## src/rtl/traffic_pkg.sv

```systemverilog
// Shared light encodings, controller state enum and parameter arithmetic
// for the two-axis intersection controller.
package traffic_pkg;

  localparam logic [1:0] CAR_RED    = 2'b00;
  localparam logic [1:0] CAR_GREEN  = 2'b01;
  localparam logic [1:0] CAR_YELLOW = 2'b10;
  localparam logic [1:0] CAR_LEFT   = 2'b11;

  localparam logic [1:0] PED_RED    = 2'b00;
  localparam logic [1:0] PED_GREEN  = 2'b01;
  localparam logic [1:0] PED_BLINK  = 2'b10;

  typedef enum logic [2:0] {
    ST_A_GO   = 3'd0,
    ST_A_LEFT = 3'd1,
    ST_A_YEL  = 3'd2,
    ST_B_GO   = 3'd3,
    ST_B_LEFT = 3'd4,
    ST_B_YEL  = 3'd5,
    ST_FLASH  = 3'd6
  } state_e;

  function automatic int calc_total(input int t_pg, input int t_pb, input int t_clr,
                                    input int t_left, input int t_yel);
    return 2 * (t_pg + t_pb + t_clr + t_left + t_yel);
  endfunction

  function automatic int max2(input int a, input int b);
    return (a > b) ? a : b;
  endfunction

endpackage

```

## src/rtl/traffic_ped_latch.sv

```systemverilog
// One pedestrian push-button latch: set by a press, cleared when the crossing
// is served; a press landing on the clearing cycle wins and stays latched.
module traffic_ped_latch (
  input  logic clk,
  input  logic rst_n,
  input  logic i_set,
  input  logic i_clr,
  output logic o_q
);

  logic q_d;
  logic q_q;

  // NOTE: q_d gets its hold value first so every path assigns it and no latch is inferred.
  always_comb begin
    q_d = q_q;
    if (i_clr) q_d = 1'b0;
    if (i_set) q_d = 1'b1;
  end

  // NOTE: state flops use non-blocking assignments so all registers update together at the edge.
  always_ff @(posedge clk) begin
    if (!rst_n) q_q <= 1'b0;
    else        q_q <= q_d;
  end

  assign o_q = q_q;

endmodule

```

## src/rtl/traffic_phase_ctrl.sv

```systemverilog
// Two-axis intersection controller: one FSM and one phase timer drive both
// axes, with actuated pedestrian windows and a night flashing mode.
module traffic_phase_ctrl
  import traffic_pkg::*;
#(
  parameter int T_PG         = 14,
  parameter int T_PB         = 6,
  parameter int T_CLR        = 2,
  parameter int T_LEFT       = 10,
  parameter int T_YEL        = 2,
  parameter int FLASH_HALF   = 4,
  parameter int PED_ACTUATED = 1,
  parameter int CW           = 7
) (
  input  logic          clk,
  input  logic          rst_n,
  input  logic [1:0]    i_ped_req,
  input  logic          i_flash,
  output logic [1:0]    a_car,
  output logic [1:0]    b_car,
  output logic [1:0]    a_ped,
  output logic [1:0]    b_ped,
  output logic [1:0]    o_ped_wait,
  output logic [CW-1:0] o_cycle,
  output logic [2:0]    o_phase
);

  localparam int T_GO    = T_PG + T_PB + T_CLR;
  localparam int TOTAL   = calc_total(T_PG, T_PB, T_CLR, T_LEFT, T_YEL);
  localparam int CNT_MAX = max2(max2(T_GO, T_LEFT), max2(T_YEL, FLASH_HALF));
  localparam int CNT_W   = $clog2(CNT_MAX + 1);

  typedef logic [CNT_W-1:0] cnt_t;
  typedef logic [CW-1:0]    cyc_t;

  localparam cnt_t GO_C    = cnt_t'(T_GO);
  localparam cnt_t LEFT_C  = cnt_t'(T_LEFT);
  localparam cnt_t YEL_C   = cnt_t'(T_YEL);
  localparam cnt_t HALF_C  = cnt_t'(FLASH_HALF);
  localparam cnt_t BLINK_C = cnt_t'(T_PB + T_CLR);
  localparam cnt_t CLR_C   = cnt_t'(T_CLR);
  localparam cyc_t TOTAL_C = cyc_t'(TOTAL);

  if (TOTAL > (2 ** CW) - 1) begin : g_cw_too_narrow
    $error("traffic_phase_ctrl: cycle length %0d does not fit in CW=%0d bits", TOTAL, CW);
  end

  state_e     state_d, state_q;
  cnt_t       cnt_d, cnt_q;
  cyc_t       cycle_d, cycle_q;
  logic       served_d, served_q;
  logic       flash_yel_d, flash_yel_q;
  logic [1:0] a_car_d, a_car_q, b_car_d, b_car_q;
  logic [1:0] a_ped_d, a_ped_q, b_ped_d, b_ped_q;
  logic [1:0] wait_q;
  logic [1:0] ped_clr;
  logic       load;

  traffic_ped_latch u_latch_a (
    .clk   (clk),
    .rst_n (rst_n),
    .i_set (i_ped_req[0]),
    .i_clr (ped_clr[0]),
    .o_q   (wait_q[0])
  );

  traffic_ped_latch u_latch_b (
    .clk   (clk),
    .rst_n (rst_n),
    .i_set (i_ped_req[1]),
    .i_clr (ped_clr[1]),
    .o_q   (wait_q[1])
  );

  // Crossing light from the cycles remaining in a served GO phase.
  function automatic logic [1:0] ped_window(input cnt_t remaining);
    if (remaining > BLINK_C) return PED_GREEN;
    if (remaining > CLR_C)   return PED_BLINK;
    return PED_RED;
  endfunction

  always_comb begin
    state_d     = state_q;
    cnt_d       = cnt_q - cnt_t'(1);
    cycle_d     = (cycle_q == TOTAL_C) ? cyc_t'(1) : cycle_q + cyc_t'(1);
    served_d    = served_q;
    flash_yel_d = flash_yel_q;
    ped_clr     = 2'b00;
    load        = 1'b0;

    if (state_q == ST_FLASH) begin
      cycle_d = '0;
      if (cnt_q == cnt_t'(1)) begin
        if (i_flash) begin
          cnt_d       = HALF_C;
          flash_yel_d = !flash_yel_q;
        end else begin
          state_d = ST_A_GO;
          load    = 1'b1;
        end
      end
    end else if (cycle_q == '0) begin
      // First cycle out of reset starts a fresh A_GO.
      state_d = ST_A_GO;
      load    = 1'b1;
    end else if (cnt_q == cnt_t'(1)) begin
      load = 1'b1;
      unique case (state_q)
        ST_A_GO:   state_d = ST_A_LEFT;
        ST_A_LEFT: state_d = ST_A_YEL;
        ST_A_YEL:  state_d = i_flash ? ST_FLASH : ST_B_GO;
        ST_B_GO:   state_d = ST_B_LEFT;
        ST_B_LEFT: state_d = ST_B_YEL;
        ST_B_YEL:  state_d = i_flash ? ST_FLASH : ST_A_GO;
        default:   state_d = ST_A_GO;
      endcase
    end

    if (load) begin
      unique case (state_d)
        ST_A_GO: begin
          cnt_d      = GO_C;
          cycle_d    = cyc_t'(1);
          served_d   = (PED_ACTUATED == 0) || wait_q[1];
          ped_clr[1] = served_d;
        end
        ST_B_GO: begin
          cnt_d      = GO_C;
          served_d   = (PED_ACTUATED == 0) || wait_q[0];
          ped_clr[0] = served_d;
        end
        ST_A_LEFT, ST_B_LEFT: cnt_d = LEFT_C;
        ST_A_YEL,  ST_B_YEL:  cnt_d = YEL_C;
        ST_FLASH: begin
          cnt_d       = HALF_C;
          cycle_d     = '0;
          flash_yel_d = 1'b1;
        end
        default: cnt_d = GO_C;
      endcase
    end
  end

  // Lights are decoded from the next-state values so the registered outputs
  // line up with o_cycle and o_phase.
  always_comb begin
    a_car_d = CAR_RED;
    b_car_d = CAR_RED;
    a_ped_d = PED_RED;
    b_ped_d = PED_RED;
    unique case (state_d)
      ST_A_GO: begin
        a_car_d = CAR_GREEN;
        if (served_d) b_ped_d = ped_window(cnt_d);
      end
      ST_A_LEFT: a_car_d = CAR_LEFT;
      ST_A_YEL:  a_car_d = CAR_YELLOW;
      ST_B_GO: begin
        b_car_d = CAR_GREEN;
        if (served_d) a_ped_d = ped_window(cnt_d);
      end
      ST_B_LEFT: b_car_d = CAR_LEFT;
      ST_B_YEL:  b_car_d = CAR_YELLOW;
      ST_FLASH: begin
        a_car_d = flash_yel_d ? CAR_YELLOW : CAR_RED;
        b_car_d = flash_yel_d ? CAR_YELLOW : CAR_RED;
      end
      default: ;
    endcase
  end

  // NOTE: rst_n is sampled at the edge only; every flop is reset because outputs must read RED immediately.
  always_ff @(posedge clk) begin
    if (!rst_n) begin
      state_q     <= ST_A_GO;
      cnt_q       <= '0;
      cycle_q     <= '0;
      served_q    <= 1'b0;
      flash_yel_q <= 1'b0;
      a_car_q     <= CAR_RED;
      b_car_q     <= CAR_RED;
      a_ped_q     <= PED_RED;
      b_ped_q     <= PED_RED;
    end else begin
      state_q     <= state_d;
      cnt_q       <= cnt_d;
      cycle_q     <= cycle_d;
      served_q    <= served_d;
      flash_yel_q <= flash_yel_d;
      a_car_q     <= a_car_d;
      b_car_q     <= b_car_d;
      a_ped_q     <= a_ped_d;
      b_ped_q     <= b_ped_d;
    end
  end

  assign a_car      = a_car_q;
  assign b_car      = b_car_q;
  assign a_ped      = a_ped_q;
  assign b_ped      = b_ped_q;
  assign o_ped_wait = wait_q;
  assign o_cycle    = cycle_q;
  assign o_phase    = state_q;

endmodule
```

## config.mk

```make
export PLATFORM = sky130hd
export DESIGN_NAME = traffic_phase_ctrl
export DESIGN_NICKNAME = d
export VERILOG_FILES = /design/src/rtl/traffic_pkg.sv /design/src/rtl/traffic_ped_latch.sv /design/src/rtl/traffic_phase_ctrl.sv
export SDC_FILE = /design/constraint.sdc
export NUM_CORES = 1
export LEC_CHECK = 0
export ABC_AREA = 1
export CAP_MARGIN = 20
export CELL_PAD_IN_SITES_DETAIL_PLACEMENT = 0
export CELL_PAD_IN_SITES_GLOBAL_PLACEMENT = 1
export CORE_MARGIN = 5
export CORE_UTILIZATION = 35
export CTS_CLUSTER_DIAMETER = 30
export CTS_CLUSTER_SIZE = 10
export DETAILED_ROUTE_END_ITERATION = 16
export GPL_TIMING_DRIVEN = 0
export HOLD_SLACK_MARGIN = 0.02
export PLACE_DENSITY_LB_ADDON = 0.1
export SYNTH_ARGS = -nofsm -noshare
export SYNTH_HDL_FRONTEND = slang
export SYNTH_SLANG_ARGS = --single-unit
```

## constraint.sdc

```tcl
create_clock -name clk -period 1.8 [get_ports clk]
set_input_delay 0.36 -clock clk [delete_from_list [all_inputs] [get_ports clk]]
set_output_delay 0.36 -clock clk [all_outputs]
set_load 0.005 [all_outputs]
```

==> impl_summary.log, run 1 <==
[metrics] placer's final routability congestion estimate: 0.872
[metrics] CP Max Fanout: 6
[metrics] post-synth net total: 211
[metrics] final setup violation count: 15
[metrics] H-Tree Depth: 1
[metrics] number of enable flip-flop cells after synthesis: 0
[metrics] endpoint required time on the critical path: 1990 ps
[metrics] total count of hold-check failures in the final report: 0
[metrics] highest-delay cell along the critical path: dfxtp_2
[metrics] Max Clock Skew: 4.69 ps
[metrics] Max clock buf depth: 2
[metrics] cell area after synthesis: 1560 um2
[metrics] number of max-cap violations: 0
[metrics] area growth from synthesis to final layout: 47.1%
[metrics] dominant synthesized flop cell: dfxtp_1
[metrics] Starting Density: 0.358
[metrics] max-slew violation total from the final report: 0
[metrics] final design utilization: 0.527
[metrics] leakage power: 0.00104 uW
[metrics] Routed WL: 3.83 mm
[metrics] remaining global-route overflow: 0
[metrics] flip-flop and latch count after synthesis: 27
[metrics] library cell occupying the most area in the post-synthesis netlist: dfxtp_1
[metrics] area of the placeable core: 4350 um2
[metrics] vias post-DR: 1435
[metrics] number of antenna-violating nets in the routed design: 0
[metrics] violated checks: negative setup slack
[metrics] Clock Sink Count: 27
[metrics] Max transition margin: 0.625
[metrics] worst hold margin: 476 ps
[metrics] commonest cells in the synthesized netlist: nand2_1, dfxtp_1, nor2_1
[metrics] ordered cell list for the critical path: inv_2, ha_4, inv_2, nor2_4, nand2_4, o21ai_4, buf_6, nand4_1, nor2_2, nor2_1, nand3_1, nand2_2, nand2_2, nor2_1
[metrics] critical path start-end classification: reg2reg
[metrics] number of nets in the layout: 261
[metrics] full die area: 5890 um2
[metrics] number of antenna violations at the first check in global routing: 0
[metrics] time the final worst path needs with I/O delays and setup: 2020 ps
[metrics] routed wire length per instance: 12.6 um
[metrics] final worst-path setup slack: -215 ps
[metrics] maximum cell stage delay along the critical path: 340 ps
[metrics] TritonCTS clock tree: built
[metrics] power per standard cell area: 788 nW/um2
[metrics] placement-stage worst setup slack: -553 ps
[metrics] number of buffers inserted during clock tree synthesis: 3
[metrics] Critical Path AT: 2200 ps
[metrics] dominant cells by area after synthesis: dfxtp_1, nand2_1, nor2_1
[metrics] post-DR vias/cell: 4.74
[metrics] RSZ-0062 raised after global routing: true
[metrics] # port buffers: 24
[metrics] most common cell in the synthesized netlist: nand2_1
[metrics] CTS Hold Buffers Added: 0
[metrics] Reg clk slew, reported paths: 100 ps
[metrics] Iteration-0 DRC Markers: 39
[metrics] kind of launch point of the worst setup path: flip-flop
[metrics] via count of the first global-routing pass: 1307
[metrics] combined global-route utilization of all metal layers: 0.121
[metrics] ports placed on the boundary: 25
[metrics] Max Freq: 0.496 GHz
[metrics] worst hold-check path type: reg2reg
[metrics] Syn Inst Count: 202
[metrics] wire length of the first global-routing pass: 5.84 mm
[metrics] count of cell types in the netlist: 34
[metrics] post-DP HPWL: 2.70 mm
[metrics] count of warnings emitted by yosys: 0
[metrics] Placement Rows: 24
[metrics] number of inserted diodes: 0
[metrics] FFs w/ async S/R, synth: 0
[metrics] status: finished with violations
[metrics] period utilisation layout: 1.12
[metrics] area share of the leading cell type in the synthesized netlist: 0.346
[metrics] Worst Setup End Kind: flip-flop
[metrics] slew of the pin with the lowest slew margin: 562 ps
[metrics] length of the first detailed-routing pass in iterations: 4
[metrics] average cell area after synthesis: 7.72 um2
[metrics] pin count of the biggest net entering global routing: 17
[metrics] portion of the post-synthesis area used by sequential elements: 0.346
[metrics] die width: 76.8 um
[metrics] die height: 76.8 um
[metrics] root buf cell: clkbuf_8
[metrics] residual DRC count: 0
[metrics] share of final-layout standard cells stronger than drive strength 1: 0.410
[metrics] later-pin clock latency in the skew report: 280 ps
[metrics] peak supply drop: 0.325 mV
[worst max-delay path, delay by kind of cell, from the launching register on]
kind	cells	cell delay (ps)
buf+inv	3	270
fa+ha+maj	1	130
compound gates	1	180
flops	1	340
simple gates	9	1000
[layer usage]
| metal | up-vias | part of all wire | track usage |
|---|---|---|---|
| li1 | 738 | - | - |
| met1 | 657 | 0.44 | 0.150 |
| met2 | 27 | 0.49 | 0.193 |
| met3 | 13 | 0.037 | 0.0258 |
| met4 | 0 | 0.036 | 0.0664 |
| met5 | - | 0 | 0 |
[cells by family after synthesis]
logic type | synth area share
AO/OA/AOI/OAI | 0.0706
XOR/XNOR | 0.0449
adder cells (fa/ha/maj) | 0.0321
buffers and inverters | 0.0930
flip-flops | 0.346
AND/OR/NAND/NOR | 0.413
[report_power, final]
part	total (uW)	switching [uW]	internal, uW
sequential	708	49.0	659
combinational	738	426	312
clock	362	204	158
[cells in the final DEF, fill, tap and decap left out, types with 8 or more instances in the layout]
| cell type | instances |
|---|---|
| clkdlybuf4s50_1 | 23 |
| nand2_1 | 21 |
| nor2_1 | 21 |
| dfxtp_1 | 20 |
| inv_1 | 19 |
| buf_4 | 15 |
| nand3_1 | 12 |
| nand2_2 | 12 |
| nand2_4 | 8 |
| buf_6 | 8 |
[stage by stage]
stage / power, uW / cells / setup TNS (ps) / instance area, um2
after floorplan: 1150 / 202 / -40.7 / 1590
after CTS: 1750 / 288 / -1100 / 2050
final: 1810 / 303 / -1780 / 2290
after global placement: 1300 / 278 / -7610 / 1890
after detailed placement: 1300 / 278 / -7290 / 1890
after global routing: 1930 / 303 / -3360 / 2290
[registers in the layout, indices dropped and copies added (netlist names)]
register	cells
a_car	2
served_q	1
b_ped	2
flash_yel_q	1
u_latch_b.o_q	1
o_cycle	7
a_ped	2
u_latch_a.o_q	1
b_car	2
cnt_q	5
o_phase	3
[worst paths after layout]
| check | startpoint | to | slack (ps) | cells after the start |
|---|---|---|---|---|
| max | cnt_q[1]$_SDFF_PN0_ | a_ped[1]$_SDFF_PN0_ | -220 | 14 |
| min | cnt_q[0]$_SDFF_PN0_ | cnt_q[0]$_SDFF_PN0_ | 480 | 1 |
| max reg2reg | cnt_q[1]$_SDFF_PN0_ | a_ped[1]$_SDFF_PN0_ | -220 | 14 |
| min reg2reg | cnt_q[0]$_SDFF_PN0_ | cnt_q[0]$_SDFF_PN0_ | 480 | 1 |
[area by class of cell]
class                   instances  area, um2
repair buffers                 45        427
plain buffers                   3       18.8
clock inverters                 1       7.51
fillers                       414       2060
multi-input cells             140       1050
well taps                      52       65.1
flip-flops and latches         27        552
inverters                      32        136
clock buffers                   3       41.3
[what timing repair did]
item                                    CTS  global route
pin swaps                                17            28
endpoints found under the setup margin   17            21
setup buffers                             6            15
resized for setup                        19            36
Power figures use the tool's default switching activity.
==> run 2: changes to the inputs <==
--- a/config.mk
+++ b/config.mk
@@ -17,6 +17,7 @@
 export GPL_TIMING_DRIVEN = 0
 export HOLD_SLACK_MARGIN = 0.02
 export PLACE_DENSITY_LB_ADDON = 0.1
+export SKIP_CTS_REPAIR_TIMING = 1
 export SYNTH_ARGS = -nofsm -noshare
 export SYNTH_HDL_FRONTEND = slang
 export SYNTH_SLANG_ARGS = --single-unit
==> run 2 against run 1 <==
- the flow still finishes with violations (negative setup slack)
- register-to-register slack improved by 60 ps
- highest routed layer unchanged
- largest power group is now registers
- critical path type unchanged
- non-clock buffer count fell by 7
- critical path depth is 1 lower
- clock skew shrank 0.53 ps
- cell count decreased by 2.3%
- power is 3.5% lower
==> impl_summary.log, run 2 (synthesis results as in run 1) <==
[metrics] peak supply drop: 0.302 mV (-7.0%)
[metrics] number of stages on the worst hold path: 2 (+1)
[metrics] area of all sequential standard cells: 554 um2 (+0.45%)
[metrics] full die area: 5890 um2 (unchanged)
[metrics] number of max-cap violations: 0 (unchanged)
[metrics] Routed WL: 3.66 mm (-4.3%)
[metrics] die height: 76.8 um (unchanged)
[metrics] number of inserted diodes: 0 (unchanged)
[metrics] share of final-layout standard cells stronger than drive strength 1: 0.357 (-0.0538)
[metrics] Iteration-0 DRC Markers: 52 (+33%)
[metrics] Critical Path AT: 2160 ps (-40 ps)
[metrics] Starting Density: 0.358 (unchanged)
[metrics] final worst-path setup slack: -156 ps (+59.1 ps)
[metrics] worst hold margin: 534 ps (+57.7 ps)
[metrics] terminating pin of the worst hold path: u_latch_a.o_q$_SDFFE_PN0P_
[metrics] critical path start-end classification: reg2reg
[metrics] setup slack on the worst flop-to-flop path: -160 ps (+60 ps)
[metrics] area growth from synthesis to final layout: 38.5%
[metrics] number of flip-flops under the largest register name: 7 (unchanged)
[metrics] post-DP HPWL: 2.70 mm (unchanged)
[metrics] kind of launch point of the worst setup path: flip-flop
[metrics] Inst Count DP: 278 (unchanged)
[metrics] CP Max Fanout: 7 (+1)
[metrics] Placement Rows: 24 (unchanged)
[metrics] post-DR vias/cell: 4.69 (-0.92%)
[metrics] combined global-route utilization of all metal layers: 0.115 (-0.00584)
[metrics] sequential share of power: 0.407 (+0.015)
[metrics] Filler Cells Inserted: 418 (+0.97%)
[metrics] total count of hold-check failures in the final report: 0 (unchanged)
[metrics] FF-to-FF path depth: 13 (-1)
[metrics] switching part of the total: 0.369 (-0.00691)
[metrics] routed wire length per instance: 12.4 um (-2.0%)
[metrics] time the final worst path needs with I/O delays and setup: 1960 ps (-59.1 ps)
[metrics] period utilisation layout: 1.09 (-0.0328)
[metrics] ports placed on the boundary: 25 (unchanged)
[metrics] start point of the worst hold path: u_latch_a.o_q$_SDFFE_PN0P_
[metrics] TritonCTS clock tree: built
[metrics] number of nets in the layout: 254 (-2.7%)
[metrics] share of power burned in combinational logic: 0.387 (-0.021)
[metrics] most common library cell in the layout ignoring fill and taps: nand2_1
[metrics] via count of the first global-routing pass: 1263 (-3.4%)
[metrics] Net Sw Power: 644 uW (-5.3%)
[metrics] Int Power: 1100 uW (-2.5%)
[metrics] vias post-DR: 1389 (-3.2%)
[metrics] die width: 76.8 um (unchanged)
[metrics] final setup violation count: 12 (-3)
[metrics] endpoint required time on the critical path: 2010 ps (+20 ps)
[metrics] fraction of power consumed by the clock network: 0.206 (+0.006)
[metrics] leakage power: 0.000997 uW (-3.8%)
[metrics] non-filler cells in the finished layout: 296 (-2.3%)
[metrics] number of antenna-violating nets in the routed design: 0 (unchanged)
[metrics] Max transition margin: 0.668 (+0.0430)
[metrics] beginning of the worst register-to-register path: cnt_q[1]$_SDFF_PN0_
[metrics] max-slew violation total from the final report: 0 (unchanged)
[metrics] Max clock buf depth: 2 (unchanged)
[metrics] pin count of the biggest net entering global routing: 17 (unchanged)
[metrics] top library cells by usage in the layout, fill and taps aside: nand2_1, nor2_1, clkdlybuf4s50_1
[metrics] violated checks: negative setup slack
[metrics] worst hold-check path type: reg2reg
[metrics] placer's final routability congestion estimate: 0.872 (unchanged)
[metrics] overall power: 1740 uW (-3.5%)
[metrics] number of buffers inserted during clock tree synthesis: 3 (unchanged)
[metrics] Clock Sink Count: 27 (unchanged)
[metrics] area of the placeable core: 4350 um2 (unchanged)
[metrics] power per standard cell area: 807 nW/um2 (+2.4%)
[metrics] Worst Setup End Kind: flip-flop
[metrics] slew of the pin with the lowest slew margin: 498 ps (-64.5 ps)
[metrics] remaining global-route overflow: 0 (unchanged)
[metrics] status: finished with violations
[metrics] number of antenna violations at the first check in global routing: 0 (unchanged)
[metrics] final design utilization: 0.496 (-0.0307)
[metrics] Max Clock Skew: 4.16 ps (-0.530 ps)
[metrics] root buf cell: clkbuf_8
[metrics] length of the first detailed-routing pass in iterations: 4 (unchanged)
[metrics] RSZ-0062 raised after global routing: true
[metrics] H-Tree Depth: 1 (unchanged)
[metrics] r2r endpoint: o_cycle[3]$_SDFF_PN0_
[metrics] # port buffers: 24 (unchanged)
[metrics] Max Freq: 0.511 GHz (+3.0%)
[metrics] wire length of the first global-routing pass: 5.60 mm (-4.1%)
[metrics] Reg clk slew, reported paths: 100 ps (about the same)
[metrics] area used by multi-input combinational logic: 972 um2 (-7.2%)
[metrics] later-pin clock latency in the skew report: 280 ps (about the same)
[metrics] residual DRC count: 0 (unchanged)
[run 2: changes by cell type in the layout (fill, tap and decap cells not counted), moves of 2 or more]
cell	delta
nand3_1	+2
inv_4	-2
nand2_1	+3
buf_6	-4
buf_4	-3
nand2_8	-2
nand3_2	-2
nor2_4	-2
inv_2	+2
nor2_1	+2
[run 2: layout make-up]
| class | count | area share |
|---|---|---|
| clock inverters | 1 | 0.00347 |
| repair buffers | 38 | 0.168 |
| inverters | 32 | 0.0643 |
| multi-input cells | 140 | 0.450 |
| well taps | 52 | 0.0301 |
| flip-flops and latches | 27 | 0.257 |
| clock buffers | 3 | 0.0191 |
| plain buffers | 3 | 0.00869 |
[run 2: power groups by stage]
stage	logic, uW	clock network [uW]	registers, uW
finish	675	359	710
global route	757	392	718
CTS	583	385	708
detailed placement	581	0	722
global placement	577	0	721
floorplan	430	0	717
[run 2: worst max-delay path, stage by stage (launching register included)]
cell      delay [ps]
dfxtp_2          340
inv_2             70
ha_4             120
inv_2             30
nor2_4           100
nand2_4          110
o21ai_4          210
buf_6            130
nand2_4           80
nand3b_4         140
inv_2             60
nor2_2           170
nand4_4          150
nor3_2           180
[run 2: per-stage QoR]
stage | setup TNS, ps | setup slack (ps) | area (um2)
final | -1130 | -156 | 2160
after floorplan | -40.7 | -27.8 | 1590
after detailed placement | -7290 | -553 | 1890
after global routing | -2990 | -284 | 2160
after CTS | -2520 | -253 | 1940
after global placement | -7610 | -581 | 1890
[run 2: layer usage]
metal | routed length, um | up-vias | GRT usage | part of all wire
met5 | 0 | - | 0 | 0
met4 | 68 | 0 | 0.0507 | 0.019
met3 | 135 | 8 | 0.0269 | 0.037
met2 | 1770 | 27 | 0.188 | 0.48
met1 | 1690 | 629 | 0.142 | 0.46
li1 | - | 725 | - | -
[run 2: worst max-delay path by stage]
stage	cells past startpoint	start	endpoint	slack [ps]
floorplan	14	cnt_q[1]$_SDFF_PN0_	a_ped[1]$_SDFF_PN0_	-30
global placement	16	i_flash	a_ped[1]$_SDFF_PN0_	-580
detailed placement	16	i_flash	a_ped[1]$_SDFF_PN0_	-550
CTS	16	i_flash	a_ped[1]$_SDFF_PN0_	-250
global route	14	cnt_q[1]$_SDFF_PN0_	a_ped[1]$_SDFF_PN0_	-280
finish	13	cnt_q[1]$_SDFF_PN0_	o_cycle[3]$_SDFF_PN0_	-160
==> run 3: changes to the inputs <==
--- a/config.mk
+++ b/config.mk
@@ -5,8 +5,6 @@
 export SDC_FILE = /design/constraint.sdc
 export NUM_CORES = 1
 export LEC_CHECK = 0
-export ABC_AREA = 1
-export CAP_MARGIN = 20
 export CELL_PAD_IN_SITES_DETAIL_PLACEMENT = 0
 export CELL_PAD_IN_SITES_GLOBAL_PLACEMENT = 1
 export CORE_MARGIN = 5
==> run 3 against run 2 <==
- the flow still finishes with violations (negative setup slack)
- combinational power fell by 41%
- critical endpoint is now b_ped[0]$_SDFF_PN0_
- largest power group unchanged
- clock skew up 2.2 ps
- final area is 4.2% higher
- highest routed layer unchanged
==> impl_summary.log, run 3 <==
[metrics] fraction of power consumed by the clock network: 0.248 (+0.042)
[metrics] count of cell types in the netlist: 57 (+68%)
[metrics] number of antenna violations at the first check in global routing: 0 (unchanged)
[metrics] RSZ-0062 raised after global routing: true
[metrics] routed wire length per instance: 15.6 um (+26%)
[metrics] H-Tree Depth: 1 (unchanged)
[metrics] number of stages on the worst hold path: 1 (-1)
[metrics] top library cells by usage in the layout, fill and taps aside: clkdlybuf4s50_1, dfxtp_1, nor2_1
[metrics] worst hold-check path type: reg2reg
[metrics] switching part of the total: 0.307 (-0.0622)
[metrics] Clock Sink Count: 27 (unchanged)
[metrics] library cell occupying the most area in the post-synthesis netlist: dfxtp_1
[metrics] placer's final routability congestion estimate: 0.877 (+0.62%)
[metrics] TritonCTS clock tree: built
[metrics] Placement Rows: 24 (unchanged)
[metrics] area share of the leading cell type in the synthesized netlist: 0.341 (-0.00520)
[metrics] vias post-DR: 1546 (+11%)
[metrics] violated checks: negative setup slack
[metrics] Syn Inst Count: 191 (-5.4%)
[metrics] remaining global-route overflow: 0 (unchanged)
[metrics] cell area reported after detailed placement: 1960 um2 (+3.3%)
[metrics] post-DR vias/cell: 5.41 (+15%)
[metrics] power per standard cell area: 626 nW/um2 (-22%)
[metrics] dominant cells by area after synthesis: dfxtp_1, nor2_1, nand2_1
[metrics] final worst-path setup slack: -437 ps (-281 ps)
[metrics] slew of the pin with the lowest slew margin: 593 ps (+95.2 ps)
[metrics] post-synth net total: 200 (-5.2%)
[metrics] number of nets in the layout: 244 (-3.9%)
[metrics] number of max-cap violations: 0 (unchanged)
[metrics] die height: 77.3 um (+0.66%)
[metrics] commonest cells in the synthesized netlist: dfxtp_1, nor2_1, nand2_1
[metrics] residual DRC count: 0 (unchanged)
[metrics] sequential share of power: 0.471 (+0.064)
[metrics] area growth from synthesis to final layout: 42.2%
[metrics] number of antenna-violating nets in the routed design: 0 (unchanged)
[metrics] period utilisation layout: 1.24 (+0.156)
[metrics] number of enable flip-flop cells after synthesis: 0 (unchanged)
[metrics] die width: 77.3 um (+0.66%)
[metrics] root buf cell: clkbuf_8
[metrics] most common library cell in the layout ignoring fill and taps: clkdlybuf4s50_1
[metrics] post-DP HPWL: 3.12 mm (+16%)
[metrics] combined global-route utilization of all metal layers: 0.143 (+0.0280)
[metrics] endpoint required time on the critical path: 2010 ps (about the same)
[metrics] time the final worst path needs with I/O delays and setup: 2240 ps (+281 ps)
[metrics] total count of hold-check failures in the final report: 0 (unchanged)
[metrics] FFs w/ async S/R, synth: 0 (unchanged)
[metrics] number of buffers inserted during clock tree synthesis: 3 (unchanged)
[metrics] via count of the first global-routing pass: 1475 (+17%)
[metrics] ports placed on the boundary: 25 (unchanged)
[metrics] share of power burned in combinational logic: 0.282 (-0.105)
[metrics] max-slew violation total from the final report: 0 (unchanged)
[metrics] worst hold margin: 483 ps (-50.8 ps)
[metrics] length of the first detailed-routing pass in iterations: 4 (unchanged)
[metrics] number of flip-flops under the largest register name: 7 (unchanged)
[metrics] final cell area excluding filler cells: 2250 um2 (+4.2%)
[metrics] critical path start-end classification: reg2reg
[metrics] Worst Setup End Kind: flip-flop
[metrics] status: finished with violations
[metrics] Reg clk slew, reported paths: 100 ps (about the same)
[metrics] FF-to-FF path depth: 9 (-4)
[metrics] later-pin clock latency in the skew report: 270 ps (about the same)
[metrics] Max Clock Skew: 6.41 ps (+2.25 ps)
[metrics] share of final-layout standard cells stronger than drive strength 1: 0.329 (-0.0275)
[metrics] Max transition margin: 0.605 (-0.0635)
[metrics] final setup violation count: 24 (+12)
[metrics] full die area: 5970 um2 (+1.3%)
[metrics] Routed WL: 4.47 mm (+22%)
[metrics] cell area after synthesis: 1580 um2 (+1.5%)
[metrics] # port buffers: 24 (unchanged)
[metrics] average cell area after synthesis: 8.29 um2 (+7.4%)
[metrics] most common cell in the synthesized netlist: dfxtp_1
[metrics] Critical Path AT: 2450 ps (+290 ps)
[metrics] Iteration-0 DRC Markers: 78 (+50%)
[metrics] number of inserted diodes: 0 (unchanged)
[metrics] area of the placeable core: 4380 um2 (+0.69%)
[metrics] peak supply drop: 0.357 mV (+18%)
[metrics] wire length of the first global-routing pass: 7.07 mm (+26%)
[metrics] count of warnings emitted by yosys: 0 (unchanged)
[metrics] CP Max Fanout: 4 (-3)
[metrics] Net Sw Power: 433 uW (-33%)
[metrics] portion of the post-synthesis area used by sequential elements: 0.341 (-0.00520)
[metrics] Max Freq: 0.447 GHz (-13%)
[metrics] Starting Density: 0.361 (+0.00297)
[metrics] pin count of the biggest net entering global routing: 16 (-1)
[metrics] Int Power: 978 uW (-11%)
[metrics] flip-flop and latch count after synthesis: 27 (unchanged)
[metrics] Max clock buf depth: 2 (unchanged)
[metrics] kind of launch point of the worst setup path: flip-flop
[metrics] Filler Cells Inserted: 454 (+8.6%)
[metrics] leakage power: 0.000843 uW (-15%)
[metrics] dominant synthesized flop cell: dfxtp_1
[run 3: changes by cell type in the layout (fill, tap and decap cells not counted), moves of 4 or more]
cell / change
buf_2: +4
buf_4: +4
inv_1: -12
inv_2: -7
nand2_1: -12
nand2_2: -5
nand2_4: -8
nand3_1: -9
nand3_2: -4
nor2_1: -6
o21ai_0: +5
[run 3: final timing paths]
check | start | end | slack, ps
worst max-delay path | cnt_q[1]$_SDFF_PN0_ | b_ped[0]$_SDFF_PN0_ | -440
worst min-delay path | cnt_q[0]$_SDFF_PN0_ | cnt_q[0]$_SDFF_PN0_ | 480
worst max register to register | cnt_q[1]$_SDFF_PN0_ | b_ped[0]$_SDFF_PN0_ | -440
worst min register to register | cnt_q[0]$_SDFF_PN0_ | cnt_q[0]$_SDFF_PN0_ | 480
[run 3: cell type report]
type / instances / area, um2 / area share
Inverter: 9 / 36.3 / 0.0161
Clock inverter: 1 / 5.00 / 0.00222
Timing Repair Buffer: 39 / 350 / 0.156
Multi-Input combinational cell: 142 / 1120 / 0.498
Sequential cell: 27 / 551 / 0.244
Buffer: 13 / 82.6 / 0.0367
Tap cell: 52 / 65.1 / 0.0289
Clock buffer: 3 / 41.3 / 0.0183
[run 3: logic make-up (layout without fill, tap and decap cells)]
kind of cell               after synthesis  count (layout)  synth area share
muxes                                    2               2            0.0126
AOI/OAI and AO/OA                       44              44             0.205
DFF                                     27              27             0.341
buffers and inverters                   22              65            0.0640
xor gates and xnor gates                 6               6            0.0332
adders and majority gates                4               4            0.0316
and+or+nand+nor                         86              86             0.313
[run 3: power by group through the flow]
| stage | Combinational [uW] | Sequential (uW) | Clock [uW] |
|---|---|---|---|
| final | 398 | 664 | 349 |
| after global routing | 435 | 669 | 386 |
| after CTS | 327 | 662 | 358 |
| after detailed placement | 326 | 676 | 0 |
| after global placement | 318 | 673 | 0 |
| after floorplan | 229 | 670 | 0 |
[run 3: per-stage QoR]
stage          power [uW]  setup slack, ps  setup TNS, ps   util  std cells
3_5_place_dp         1000             -708         -11620  0.446        267
3_3_place_gp          991             -659         -10360  0.446        267
4_1_cts              1350             -572          -9850  0.457        271
2_1_floorplan         899             -266          -3390      -        191
6_report             1410             -437          -6800  0.514        286
5_1_grt              1490             -570          -8660  0.514        286
[run 3: per-layer routing]
layer  share of wire  GRT usage
met1            0.48      0.186
met2            0.48      0.235
met3           0.024     0.0222
met4           0.010     0.0550
met5               0          0
[run 3: worst max-delay path, cell delays in order, from the launching register on]
cell       delay, ps
dfxtp_2          330
inv_2             70
ha_4             130
or4b_4           480
or3_4            350
a2111oi_4        340
buf_4            190
a211o_1          120
nand2_1           60
nor3_2           100
